File: src/rtl/decoder_pkg.sv
// Shared types for the line decoder family: scan FSM states and mode encodings.
package decoder_pkg;

  typedef enum logic [1:0] {
    IDLE = 2'd0,
    SCAN = 2'd1,
    DONE = 2'd2
  } state_e;

  localparam logic MODE_DIRECT = 1'b0;
  localparam logic MODE_SCAN   = 1'b1;

endpackage

File: src/rtl/onehot_dec.sv
// Combinational SEL_W -> 2**SEL_W one-hot decode, shared by the direct and scan paths.
module onehot_dec #(
  parameter int SEL_W = 3
) (
  input  logic [SEL_W-1:0]    sel,
  output logic [2**SEL_W-1:0] y
);

  always_comb begin
    y      = '0;
    y[sel] = 1'b1;
  end

endmodule

File: src/rtl/decoder_scan.sv
// Registered one-hot line decoder with direct-select mode and an autonomous dwell-timed scan.
// Handshake: start is a single-cycle request honoured only in IDLE with en=1, mode=1; done pulses once per completed one-shot scan.
module decoder_scan
  import decoder_pkg::*;
#(
  parameter int SEL_W = 3,
  parameter int DWELL = 4
) (
  input  logic                 clk,
  input  logic                 rst_n,
  input  logic                 en,
  input  logic                 mode,
  input  logic [SEL_W-1:0]     sel,
  input  logic                 start,
  input  logic                 cont,
  output logic [2**SEL_W-1:0]  y,
  output logic [SEL_W-1:0]     idx,
  output logic                 busy,
  output logic                 done
);

  localparam int OUT_W = 2**SEL_W;
  localparam int DW_W  = $clog2(DWELL + 1);
  localparam logic [SEL_W-1:0] LAST_IDX = SEL_W'(OUT_W - 1);
  localparam logic [DW_W-1:0]  DW_LAST  = DW_W'(DWELL - 1);

  state_e           state, state_n;
  logic [DW_W-1:0]  cnt, cnt_n;
  logic [SEL_W-1:0] idx_n;
  logic             cont_q, cont_n;
  logic             done_n;
  logic             y_on;
  logic [OUT_W-1:0] dec_y;

  // The decoder always sees the next index, so y and idx can never disagree.
  onehot_dec #(.SEL_W(SEL_W)) u_dec (
    .sel (idx_n),
    .y   (dec_y)
  );

  always_comb begin
    state_n = state;
    cnt_n   = cnt;
    idx_n   = idx;
    cont_n  = cont_q;
    done_n  = 1'b0;
    y_on    = 1'b0;
    case (state)
      IDLE: begin
        if (en && mode == MODE_DIRECT) begin
          idx_n = sel;
          y_on  = 1'b1;
        end else if (en && mode == MODE_SCAN && start) begin
          state_n = SCAN;
          idx_n   = '0;
          cnt_n   = '0;
          cont_n  = cont;
          y_on    = 1'b1;
        end
      end
      SCAN: begin
        if (!en) begin
          state_n = IDLE;
          cnt_n   = '0;
        end else if (cnt == DW_LAST) begin
          cnt_n = '0;
          if (idx != LAST_IDX) begin
            idx_n = idx + SEL_W'(1);
            y_on  = 1'b1;
          end else if (cont_q) begin
            idx_n = '0;
            y_on  = 1'b1;
          end else begin
            state_n = DONE;
          end
        end else begin
          cnt_n = cnt + DW_W'(1);
          y_on  = 1'b1;
        end
      end
      DONE: begin
        state_n = IDLE;
        done_n  = 1'b1;
      end
      default: state_n = IDLE;
    endcase
  end

  always_ff @(posedge clk or negedge rst_n) begin
    if (!rst_n) begin
      state  <= IDLE;
      cnt    <= '0;
      idx    <= '0;
      y      <= '0;
      busy   <= 1'b0;
      done   <= 1'b0;
      cont_q <= 1'b0;
    end else begin
      state  <= state_n;
      cnt    <= cnt_n;
      idx    <= idx_n;
      y      <= y_on ? dec_y : '0;
      busy   <= (state_n == SCAN);
      done   <= done_n;
      cont_q <= cont_n;
    end
  end

endmodule

File: config.mk
export PLATFORM = sky130hd
export DESIGN_NAME = decoder_scan
export DESIGN_NICKNAME = d
export VERILOG_FILES = /design/src/rtl/decoder_pkg.sv /design/src/rtl/onehot_dec.sv /design/src/rtl/decoder_scan.sv
export SDC_FILE = /design/constraint.sdc
export NUM_CORES = 1
export LEC_CHECK = 0
export CAP_MARGIN = 20
export CORE_MARGIN = 2
export CORE_UTILIZATION = 48
export CTS_CLUSTER_SIZE = 12
export DETAILED_ROUTE_END_ITERATION = 7
export PLACE_DENSITY = 0.83
export SLEW_MARGIN = 20
export SYNTH_ARGS = -nofsm -noshare
export SYNTH_HDL_FRONTEND = slang
export SYNTH_SLANG_ARGS = --single-unit
File: constraint.sdc
create_clock -name clk -period 2.84 [get_ports clk]
set_clock_uncertainty 0.2 [all_clocks]
set_input_delay 0.284 -clock clk [delete_from_list [all_inputs] [get_ports clk]]
set_output_delay 0.284 -clock clk [all_outputs]
set_load 0.05 [all_outputs]
## Word level (Yosys, flattened, before mapping)

Cells that the tools add are included.

| storage, ports and cells | value |
|---|---|
| output and inout bits | 13 |
| bits in read-only memories | 0 |
| memories | 0 |
| word-level logic and storage cells | 58 |
| latch bits | 0 |
| input bits | 9 |
| flip-flop bits (word level) | 19 |
| memory bits (writable) | 0 |

| operators by class | value |
|---|---|
| shift-type cells | 0 |
| divide/modulo/power cells | 0 |
| bitwise gates (word level) | 2 |
| $add $sub $neg | 2 |
| multiply operators | 0 |
| equal/unequal tests | 7 |
| mux-type cells | 30 |
| reduce and logical (&&, ||, !) cells | 8 |
| order comparisons | 2 |

Operators by type and width:

| cell | count |
|---|---|
| $mux 3 | 10 |
| $mux 2 | 6 |
| $pmux 3 s2 | 2 |
| $mux 1 | 8 |
| $mux 8 | 1 |
| $add 3x1->3 const B | 2 |
| $reduce_and 3->1 | 2 |
| $eq 2x1->1 const B | 2 |
| $logic_and 1x1->1 | 4 |
| $lt 3x4->1 const B | 1 |
| $ne 2x2->1 const B | 2 |
| $pmux 2 s2 | 1 |
| $demux 1 s3 | 1 |
| $eq 3x2->1 const B | 1 |
| $ge 3x1->1 const B | 1 |
| $ne 3x3->1 const B | 1 |
| $eq 2x2->1 const B | 1 |
| $logic_not 2->1 | 1 |
| $not 1->1 | 2 |
| $pmux 1 s2 | 1 |
| $reduce_bool 2->1 | 1 |

## Depth between registers and ports, before layout

Gate-level depths: netlist of the first run.

| depth | value |
|---|---|
| depth after elaboration | 10 |
| gate-level depth with buffers | 7 |
| depth with buffers taken out | 7 |

## Modules after synthesis

From an unflattened synthesis of the first run, not the netlist that was laid out.

| unflattened totals | value |
|---|---|
| cells, all modules | 85 |
| area, all modules | 932.1 µm² |

By module, submodules not included:

| module | instances | sequential area each (µm²) | cells an instance | area an instance (µm²) |
|---|---|---|---|---|
| decoder_scan | 1 | 475.5 | 77 | 867.1 |
| onehot_dec | 1 | 0.0 | 8 | 65.1 |

## Worst setup path after synthesis of the first run

OpenSTA, ideal clock, no wires.

| timing path | value |
|---|---|
| kind | register to register |
| start | register idx[0] |
| end | register y[0] |
| arrival time | 1.977 ns |
| path slack | 0.562 ns |
| library setup time | 0.101 ns |
| period minus slack after synthesis | 2.278 ns |
| cell stages (with the launch flop) | 8 |
| buffers on the path | 0 |
| required time | 2.539 ns |
| cells stage by stage | dfrtp_1 ha_1 ha_1 nor3b_1 a32o_1 a311oi_4 inv_2 nor4_1 |

| between the ends | value |
|---|---|
| cells in the longest elaborated chain, start to end | 10 |
| elaborated cells on any way between the ends | 19 |
| those cells by class | 1 x add/sub; 2 x order compare; 1 x eq/ne; 14 x mux; 1 x reduce/logical |

RTL lines:

| what | line | source |
|---|---|---|
| start, declared | decoder_scan.sv:17 | `output logic [SEL_W-1:0] idx,` |
| start signal, assigned | decoder_scan.sv:101 | `idx <= idx_n;` |
| $add 3x1->3 / $ne 3x3->1 (equally long branches) | decoder_scan.sv:68, decoder_scan.sv:67 |  |
| $mux 3 * | decoder_scan.sv:67 | `if (idx != LAST_IDX) begin` |
| $mux 3 * | decoder_scan.sv:65 | `end else if (cnt == DW_LAST) begin` |
| $mux 3 * | decoder_scan.sv:62 | `if (!en) begin` |
| $pmux 3 s2 * | decoder_scan.sv:48 | `case (state)` |
| via idx_n[2] | decoder_scan.sv:29 | `logic [SEL_W-1:0] idx_n;` |
| $lt 3x4->1 (not written as such) / $ge 3x1->1 (equally long branches) | onehot_dec.sv:11 | `y[sel] = 1'b1;` |
| $logic_and 1x1->1 (not written as such) | onehot_dec.sv:11 |  |
| $mux 1 (not written as such) | onehot_dec.sv:11 |  |
| $demux 1 s3 * | n/a |  |
| $mux 8 * | decoder_scan.sv:102 | `y <= y_on ? dec_y : '0;` |
| end signal, assigned | decoder_scan.sv:102 |  |
| end, declared | decoder_scan.sv:16 | `output logic [2**SEL_W-1:0] y,` |

The timed path passes the listed nets; every way through them passes the cells marked *.
A chain may end at the register's enable or synchronous reset.

## Final worst setup path of the first run

Ends and elaborated chain as after synthesis.

==> results of run 1 <==
-- cell type report --
| class | instances | share of cell area |
|---|---|---|
| tap | 25 | 0.0259 |
| timing repair buffer | 21 | 0.174 |
| multi-input combinational | 54 | 0.363 |
| clock buffer | 3 | 0.0186 |
| sequential | 19 | 0.393 |
| inverter | 6 | 0.0186 |
| clock inverter | 1 | 0.00621 |
-- worst reg2reg max path, cell delays in order (launching register included) --
cell and delay [ns]:
dfrtp_1 0.46, ha_1 0.25, ha_1 0.29, a32o_1 0.25, a311oi_4 0.32, inv_2 0.10
nor4_1 0.27
-- layer usage --
layer	global-route usage	vias to the layer above	wire length, um
met5	0	-	0
met4	0.0865	0	25
met3	0.0222	4	71
met2	0.368	16	1050
met1	0.238	365	838
li1	-	350	-
-- worst max path at each step --
stage / start / to / depth (start not counted)
global placement: en / y[1] / 6
global route: idx[0] / y[1] / 7
detailed placement: en / y[3] / 6
finish: idx[0] / y[0] / 6
floorplan: idx[0] / y[0] / 7
CTS: idx[0] / y[2] / 6
-- metrics by stage --
| stage | instances | utilization | total power (W) | setup WS (ns) | instance area, sq um |
|---|---|---|---|---|---|
| global route | 129 | 0.678 | 0.000722 | 0.483 | 1210 |
| detailed placement | 125 | 0.661 | 0.000546 | 0.441 | 1180 |
| CTS | 129 | 0.678 | 0.000690 | 0.605 | 1210 |
| finish | 129 | 0.678 | 0.000686 | 0.622 | 1210 |
| floorplan | 79 | - | 0.000470 | 0.562 | 937 |
| global placement | 125 | 0.661 | 0.000539 | 0.557 | 1180 |
-- cells by family after synthesis --
| logic type | count (synthesis) |
|---|---|
| AOI/OAI and AO/OA | 19 |
| adders and majority gates | 4 |
| buffers and inverters | 6 |
| DFF | 19 |
| muxes | 1 |
| and+or+nand+nor | 30 |
-- power by group through the flow --
stage	logic [W]	registers, W	clock network [W]
after floorplan	0.0000892	0.000381	0
after global placement	0.000213	0.000326	0
after detailed placement	0.000219	0.000328	0
after CTS	0.000220	0.000323	0.000148
after global routing	0.000235	0.000327	0.000160
final	0.000218	0.000323	0.000145
-- sequential cells by signal (all words and copies together), names as in the netlist --
register  flops
busy          1
done          1
cnt           3
y             8
state         2
idx           3
cont_q        1
-- Yosys cell counts, types with 2 or more instances --
master	count
inv_1	4
o21ai_0	3
nor2b_1	3
a21boi_0	2
a21o_1	2
a32o_1	2
nand2_1	3
inv_2	2
dfrtp_1	19
ha_1	4
nor4_1	8
nand2b_1	2
nor2_1	4
==> flow_summary.json, run 1 <==
{
  "status": "completed",
  "die_y_um": 48.2,
  "synthMuxAreaShare": 0.0120,
  "relSlewSlack": 0.471,
  "hold_buffers": 0,
  "postRouteAntennaNets": 0,
  "synth-seq-cells": 19,
  "r2r-end": "y[0]",
  "peakVddDrop_uv": 421,
  "postSynthAreaPerCell_sq_um": 11.9,
  "cts.clk_slew.worst_paths_ns": 0.12,
  "cts.repair.resized": 0,
  "comb_power_share": 0.317,
  "maxSlewViolCount": 0,
  "syn_area_sq_um": 937,
  "fp.dieW_um": 48.2,
  "ys.flop_type": "dfrtp_1",
  "reg2reg_depth": 6,
  "worst_pin_slew_ns": 0.790,
  "grt_max_degree": 20,
  "clk_latency_ns": 0.30,
  "numPortBuffers": 21,
  "synthAdderAreaFrac": 0.0534,
  "crit_buf_inv": 1,
  "std_cell_rows": 15,
  "clock_path_buffers": 2,
  "max-cap-violations": 0,
  "grt_pass1_wl_um": 3250,
  "hold_viol": 0,
  "power_frac_clock": 0.212,
  "criticalPathCategory": "register to register",
  "period_needed_ns": 2.22,
  "grt_overflow": 0,
  "crit_path_end_kind": "register",
  "route.detailed.drc": 0,
  "reg2reg_from": "idx[0]",
  "r2r_slack_ns": 0.62,
  "synth_top_family_by_area": "simple AND/OR/NAND/NOR gates",
  "leakage_nw": 0.527,
  "initial_utilization": 0.526,
  "layout.nets": 118,
  "synthCells": 79,
  "post_cts_buffers": 0,
  "max_freq_ghz": 0.451,
  "track_usage": 0.202,
  "via_per_inst": 5.70,
  "rsz0062_at_grt": "false",
  "synth_compound_area_frac": 0.200,
  "synth_edf_count": 0,
  "crit_top_cell": "ha_1",
  "drt-initial-drc-count": 8,
  "multi_input_area_sq_um": 439,
  "numCtsBuffers": 3,
  "grt_pass1_vias": 786,
  "drive_gt1_frac": 0.125,
  "finalSetupTns_ns": 0,
  "dieArea_sq_um": 2320,
  "antennaDiodeCount": 0,
  "synthSimpleGateAreaFrac": 0.203,
  "cellPowerDensity_nw_per_um2": 568,
  "slowest_delay_ns": 0.46,
  "vias": 735,
  "synthArstFlopShare": 1.00,
  "gp_congestion": 0.883,
  "wl_per_cell_um": 15.4,
  "internal-power_w": 0.000434,
  "timing.hold.ws_ns": 0.224,
  "synth_warnings": 0,
  "syn_nets": 92,
  "critical_path.cell_chain": "ha_1 -> ha_1 -> a32o_1 -> a311oi_4 -> inv_2 -> nor4_1",
  "sw_frac_of_total": 0.367,
  "cp_max_fo": 6,
  "power_frac_seq": 0.471,
  "synth-xor-area-share": 0,
  "cp_top_family": "compound AO/OA/AOI/OAI gates",
  "layout_commonest_cell": "clkdlybuf4s50_1",
  "antenna_found_initial": 0,
  "p_sw_w": 0.000252,
  "min_path_type": "primary input to asynchronous set/reset pin",
  "synth.largest_area_cell": "dfrtp_1",
  "place_hpwl_um": 1500,
  "syn_to_final_growth_pct": 29.0,
  "yosysUniqueCellTypes": 34,
  "fillers": 144,
  "arrival_ns": 2.23,
  "cp-start-kind": "register",
  "ios": 22,
  "final_cell_mix": "clkdlybuf4s50_1, dfrtp_1, nor4_1",
  "finalCritPeriodShare": 0.781,
  "worstPathRequired_ns": 2.85,
  "setup_viol": 0,
  "synth_top_cell_area_share": 0.507,
  "ys_seq_area_frac": 0.507,
  "routed_wl_um": 1980,
  "htreeDepth": 1,
  "seq_area_sq_um": 475,
  "cts_tree": "done",
  "coreArea_sq_um": 1780,
  "cp_slowest_cell": "dfrtp_1",
  "clockRootBuffer": "clkbuf_4",
  "drt-pass1-iter-count": 4,
  "cts_num_sinks": 19,
  "synth_area_leaders": "dfrtp_1, ha_1, nor4_1"
}
Power figures use the tool's default switching activity.
==> run 2: changes to the inputs <==
==> constraint.sdc (replaced) <==
create_clock -name clk -period 2.1 [get_ports clk]
set_clock_uncertainty 0.2 [all_clocks]
set_input_delay 0.21 -clock clk [delete_from_list [all_inputs] [get_ports clk]]
set_output_delay 0.21 -clock clk [all_outputs]
set_load 0.05 [all_outputs]
==> run 2 against run 1 <==
  * The flow now finishes with violations (negative setup slack)
  * Worst hold slack got worse by 0.22 ns
  * Core utilization rose by 13 points
  * Via count rose by 7.6%
  * Non-clock buffer count rose by 13
  * Register-to-register slack got worse by 0.68 ns
  * Critical path type unchanged
  * Largest cell class is now multi-input gates
  * Largest power group unchanged
  * Highest routed layer unchanged
==> flow_summary.json, run 2 (synthesis results as in run 1) <==
{
  "grt_overflow": 0,
  "std_cell_rows": 15,
  "htreeDepth": 1,
  "comb_power_share": 0.386,
  "criticalPathCategory": "register to register",
  "gp_congestion": 0.852,
  "placed_cells": 133,
  "arrival_ns": 2.16,
  "max-cap-violations": 0,
  "initial_utilization": 0.526,
  "clock_path_buffers": 2,
  "violations": "negative setup slack",
  "max_freq_ghz": 0.463,
  "cp_slowest_cell": "dfrtp_2",
  "cts.clk_slew.worst_paths_ns": 0.12,
  "sw_frac_of_total": 0.381,
  "routed_wl_um": 2560,
  "layout_commonest_cell": "clkdlybuf4s50_1",
  "leakage_nw": 0.606,
  "finalCritPeriodShare": 1.03,
  "crit_top_cell": "ha_4",
  "status": "complete, but fails checks",
  "syn_to_final_growth_pct": 53.4,
  "final_area_sq_um": 1440,
  "setup_viol": 2,
  "r2r_slack_ns": -0.06,
  "period_needed_ns": 2.16,
  "grt_pass1_wl_um": 3290,
  "crit_buf_inv": 1,
  "crit_path_end_kind": "register",
  "cts_tree": "done",
  "route.detailed.drc": 0,
  "drt-pass1-iter-count": 4,
  "dieArea_sq_um": 2320,
  "hold_viol": 0,
  "cp_top_family": "simple AND/OR/NAND/NOR gates",
  "worstPathRequired_ns": 2.10,
  "internal-power_w": 0.000650,
  "ios": 22,
  "wl_per_cell_um": 18.0,
  "clockRootBuffer": "clkbuf_4",
  "power_frac_seq": 0.424,
  "fp.dieW_um": 48.2,
  "antennaDiodeCount": 0,
  "grt_pass1_vias": 756,
  "maxSlewViolCount": 0,
  "layout.nets": 131,
  "pre_cts_ws_ns": -0.106,
  "rsz0062_at_grt": "true",
  "clk_latency_ns": 0.31,
  "postRouteAntennaNets": 0,
  "place_hpwl_um": 1580,
  "min_path_type": "primary input to asynchronous set/reset pin",
  "cp_max_fo": 4,
  "drive_gt1_frac": 0.368,
  "grt_max_degree": 20,
  "top_register": "y",
  "instances_no_fill": 142,
  "numPortBuffers": 21,
  "critical_path.cell_chain": "ha_4 -> ha_4 -> nor3b_2 -> a32o_2 -> a311oi_4 -> buf_4 -> nor4_1",
  "finalSetupTns_ns": -0.0759,
  "die_y_um": 48.2,
  "final_cell_mix": "clkdlybuf4s50_1, dfrtp_1, buf_4",
  "numCtsBuffers": 3,
  "track_usage": 0.211,
  "p_sw_w": 0.000399,
  "largest_reg_flops": 8,
  "worst_pin_slew_ns": 0.536,
  "via_per_inst": 5.57,
  "power_frac_clock": 0.190,
  "vias": 791,
  "cts_num_sinks": 19,
  "drt-initial-drc-count": 17,
  "placed_cell_area_sq_um": 1290,
  "antenna_found_initial": 0,
  "cellPowerDensity_nw_per_um2": 730,
  "reg.largest.list": "y (8), cnt (3), idx (3)",
  "relSlewSlack": 0.642,
  "slowest_delay_ns": 0.46,
  "coreArea_sq_um": 1780,
  "cp-start-kind": "register",
  "fin_ws_ns": -0.0580,
  "peakVddDrop_uv": 635
}
==> run 2: final cells by class <==
class                      count  area, sq um
multi-input combinational     54          551
sequential                    19          480
fill                         116          345
timing repair buffer          34          320
tap                           25         31.3
inverter                       6         25.0
clock buffer                   3         22.5
clock inverter                 1         7.51
==> run 2: through the flow <==
step                power, W  hold slack (ns)   util
CTS                 0.000978           0.0130  0.742
global placement    0.000771            0.275  0.721
finish               0.00105          0.00664  0.806
global route         0.00110           0.0310  0.806
floorplan           0.000654           -0.286      -
detailed placement  0.000778            0.312  0.721
==> run 2: path summary, 6_finish.rpt <==
path	start	to	cells past startpoint
min in group clk	cont	cont_q	2
setup / recovery	idx[1]	y[5]	7
setup reg to reg	idx[1]	y[5]	7
hold / removal	rst_n	done	2
max in group asynchronous	rst_n	idx[0]	2
hold reg to reg	cnt[2]	cnt[2]	1
==> run 2: metal layers <==
metal,vias to the layer above,track usage,part of all wire
met1,394,0.241,0.38
met3,7,0.0481,0.048
met4,0,0.0649,0.014
met2,18,0.387,0.56
li1,372,-,-
met5,-,0,0
==> run 2: power groups by stage <==
stage | clock, W | combinational [W] | sequential [W]
2_1_floorplan | 0 | 0.000130 | 0.000524
3_3_place_gp | 0 | 0.000320 | 0.000452
6_report | 0.000199 | 0.000405 | 0.000445
3_5_place_dp | 0 | 0.000325 | 0.000454
4_1_cts | 0.000202 | 0.000329 | 0.000447
5_1_grt | 0.000219 | 0.000433 | 0.000449
==> run 2: timing repair <==
item	in CTS	in global routing
endpoints found under the hold margin	0	0
endpoints found under the setup margin	1	8
buffers inserted	0	5
resized for setup	1	13
hold buffers	0	0
pin swaps	0	3
==> run 3: changes to the inputs <==
--- a/config.mk
+++ b/config.mk
@@ -10,6 +10,7 @@
 export CORE_UTILIZATION = 48
 export CTS_CLUSTER_SIZE = 12
 export DETAILED_ROUTE_END_ITERATION = 7
+export GPL_TIMING_DRIVEN = 0
 export PLACE_DENSITY = 0.83
 export SLEW_MARGIN = 20
 export SYNTH_ARGS = -nofsm -noshare
==> run 3 against run 2 <==
  * The run still ends with negative setup slack left
  * Sequential cell count is the same
  * Power grew 3.1%
  * Core utilization grew 1.3 points
  * Global-route usage grew 0.78 points
  * Worst hold slack gained 0.15 ns
  * Final cell count grew 0.70%
  * Via count grew 4.0%
  * Register-to-register slack lost 0.02 ns
  * Design area grew 1.6%
  * Wire length grew 3.2%
==> flow_summary.json, run 3 (synthesis results as in run 1) <==
{
  "cp_slowest_cell": "dfrtp_1",
  "fillers": 95,
  "seq_area_sq_um": 479,
  "violations": "negative setup slack",
  "crit_buf_inv": 1,
  "worstPathRequired_ns": 2.11,
  "cp_max_fo": 4,
  "cts_tree": "done",
  "hold_viol": 0,
  "drt-initial-drc-count": 21,
  "cts.clk_slew.worst_paths_ns": 0.13,
  "dieArea_sq_um": 2320,
  "finalPower_w": 0.00108,
  "layout_commonest_cell": "clkdlybuf4s50_1",
  "place_hpwl_um": 1580,
  "relSlewSlack": 0.429,
  "min_path_type": "primary input to asynchronous set/reset pin",
  "max-cap-violations": 0,
  "fp.dieW_um": 48.2,
  "max_freq_ghz": 0.460,
  "numCtsBuffers": 3,
  "leakage_nw": 0.607,
  "slowest_delay_ns": 0.42,
  "final_cell_mix": "clkdlybuf4s50_1, dfrtp_1, buf_4",
  "ios": 22,
  "setup_viol": 1,
  "htreeDepth": 1,
  "clockRootBuffer": "clkbuf_4",
  "cellPowerDensity_nw_per_um2": 741,
  "grt_pass1_vias": 764,
  "reg.largest.list": "y (8), cnt (3), idx (3)",
  "drive_gt1_frac": 0.373,
  "rsz0062_at_grt": "true",
  "numPortBuffers": 21,
  "syn_to_final_growth_pct": 55.8,
  "fin_util": 0.819,
  "std_cell_rows": 15,
  "finalSetupTns_ns": -0.0758,
  "crit_path_end_kind": "register",
  "grt_pass1_wl_um": 3420,
  "die_y_um": 48.2,
  "grt_overflow": 0,
  "timing.hold.ws_ns": 0.156,
  "initial_utilization": 0.526,
  "period_needed_ns": 2.18,
  "drt-pass1-iter-count": 4,
  "worst_pin_slew_ns": 0.854,
  "antennaDiodeCount": 0,
  "multi_input_area_sq_um": 576,
  "top_register": "y",
  "clock_path_buffers": 2,
  "fin_ws_ns": -0.0758,
  "cp_top_family": "compound AO/OA/AOI/OAI gates",
  "postRouteAntennaNets": 0,
  "clk_latency_ns": 0.32,
  "critical_path.cell_chain": "ha_2 -> and3b_4 -> buf_4 -> a32o_1 -> a21o_2 -> nor4_2",
  "cts_num_sinks": 19,
  "arrival_ns": 2.19,
  "finalCritPeriodShare": 1.04,
  "gp_congestion": 0.820,
  "via_per_inst": 5.76,
  "largest_reg_flops": 8,
  "hold_buffers": 0,
  "grt_max_degree": 20,
  "criticalPathCategory": "register to register",
  "peakVddDrop_uv": 892,
  "vias": 823,
  "layout.nets": 132,
  "cp-start-kind": "register",
  "maxSlewViolCount": 0,
  "routed_wl_um": 2640,
  "route.detailed.drc": 0,
  "antenna_found_initial": 0,
  "wl_per_cell_um": 18.5,
  "track_usage": 0.219,
  "coreArea_sq_um": 1780,
  "status": "complete, but fails checks"
}
-- run 3: what timing repair did --
action                                  CTS  global route
endpoints found under the setup margin    4             9
buffers inserted                         10             4
pin swaps                                 3             5
gates resized for setup                   4            13
-- run 3: worst paths after layout --
| check | slack [ns] | endpoint | cells after the start | start |
|---|---|---|---|---|
| max reg2reg | -0.08 | y[5] | 6 | cnt[1] |
| max in group asynchronous | 0.94 | idx[0] | 1 | rst_n |
| min in group clk | 0.33 | cont_q | 2 | cont |
| min reg2reg | 0.39 | done | 1 | state[0] |
| max | -0.08 | y[5] | 6 | cnt[1] |
| min | 0.16 | cnt[1] | 1 | rst_n |
-- run 3: metal layers --
metal / up-vias / global-route usage / share of wire
li1: 375 / - / -
met2: 28 / 0.363 / 0.53
met5: - / 0 / 0
met3: 8 / 0.0667 / 0.050
met4: 0 / 0.119 / 0.026
met1: 412 / 0.251 / 0.40
-- run 3: power breakdown --
| group | switching [W] | leakage, nW | internal [W] |
|---|---|---|---|
| sequential | 0.0000370 | 0.251 | 0.000403 |
| clock | 0.000135 | 0.0139 | 0.0000728 |
| combinational | 0.000248 | 0.343 | 0.000186 |
-- run 3: stage by stage --
stage               cells  instance area [sq um]  worst slack, ns
detailed placement    125                   1230           -0.252
finish                143                   1460          -0.0758
global route          143                   1460           -0.117
global placement      125                   1230           -0.226
CTS                   139                   1350         -0.00602
floorplan              79                    985          0.00152
-- run 3: layout make-up --
type / instances / share of cell area
repair buffers: 35 / 0.219
well taps: 25 / 0.0214
clock inverters: 1 / 0.00514
multi-input cells: 54 / 0.394
clock buffers: 3 / 0.0154
flip-flops and latches: 19 / 0.328
inverters: 6 / 0.0171
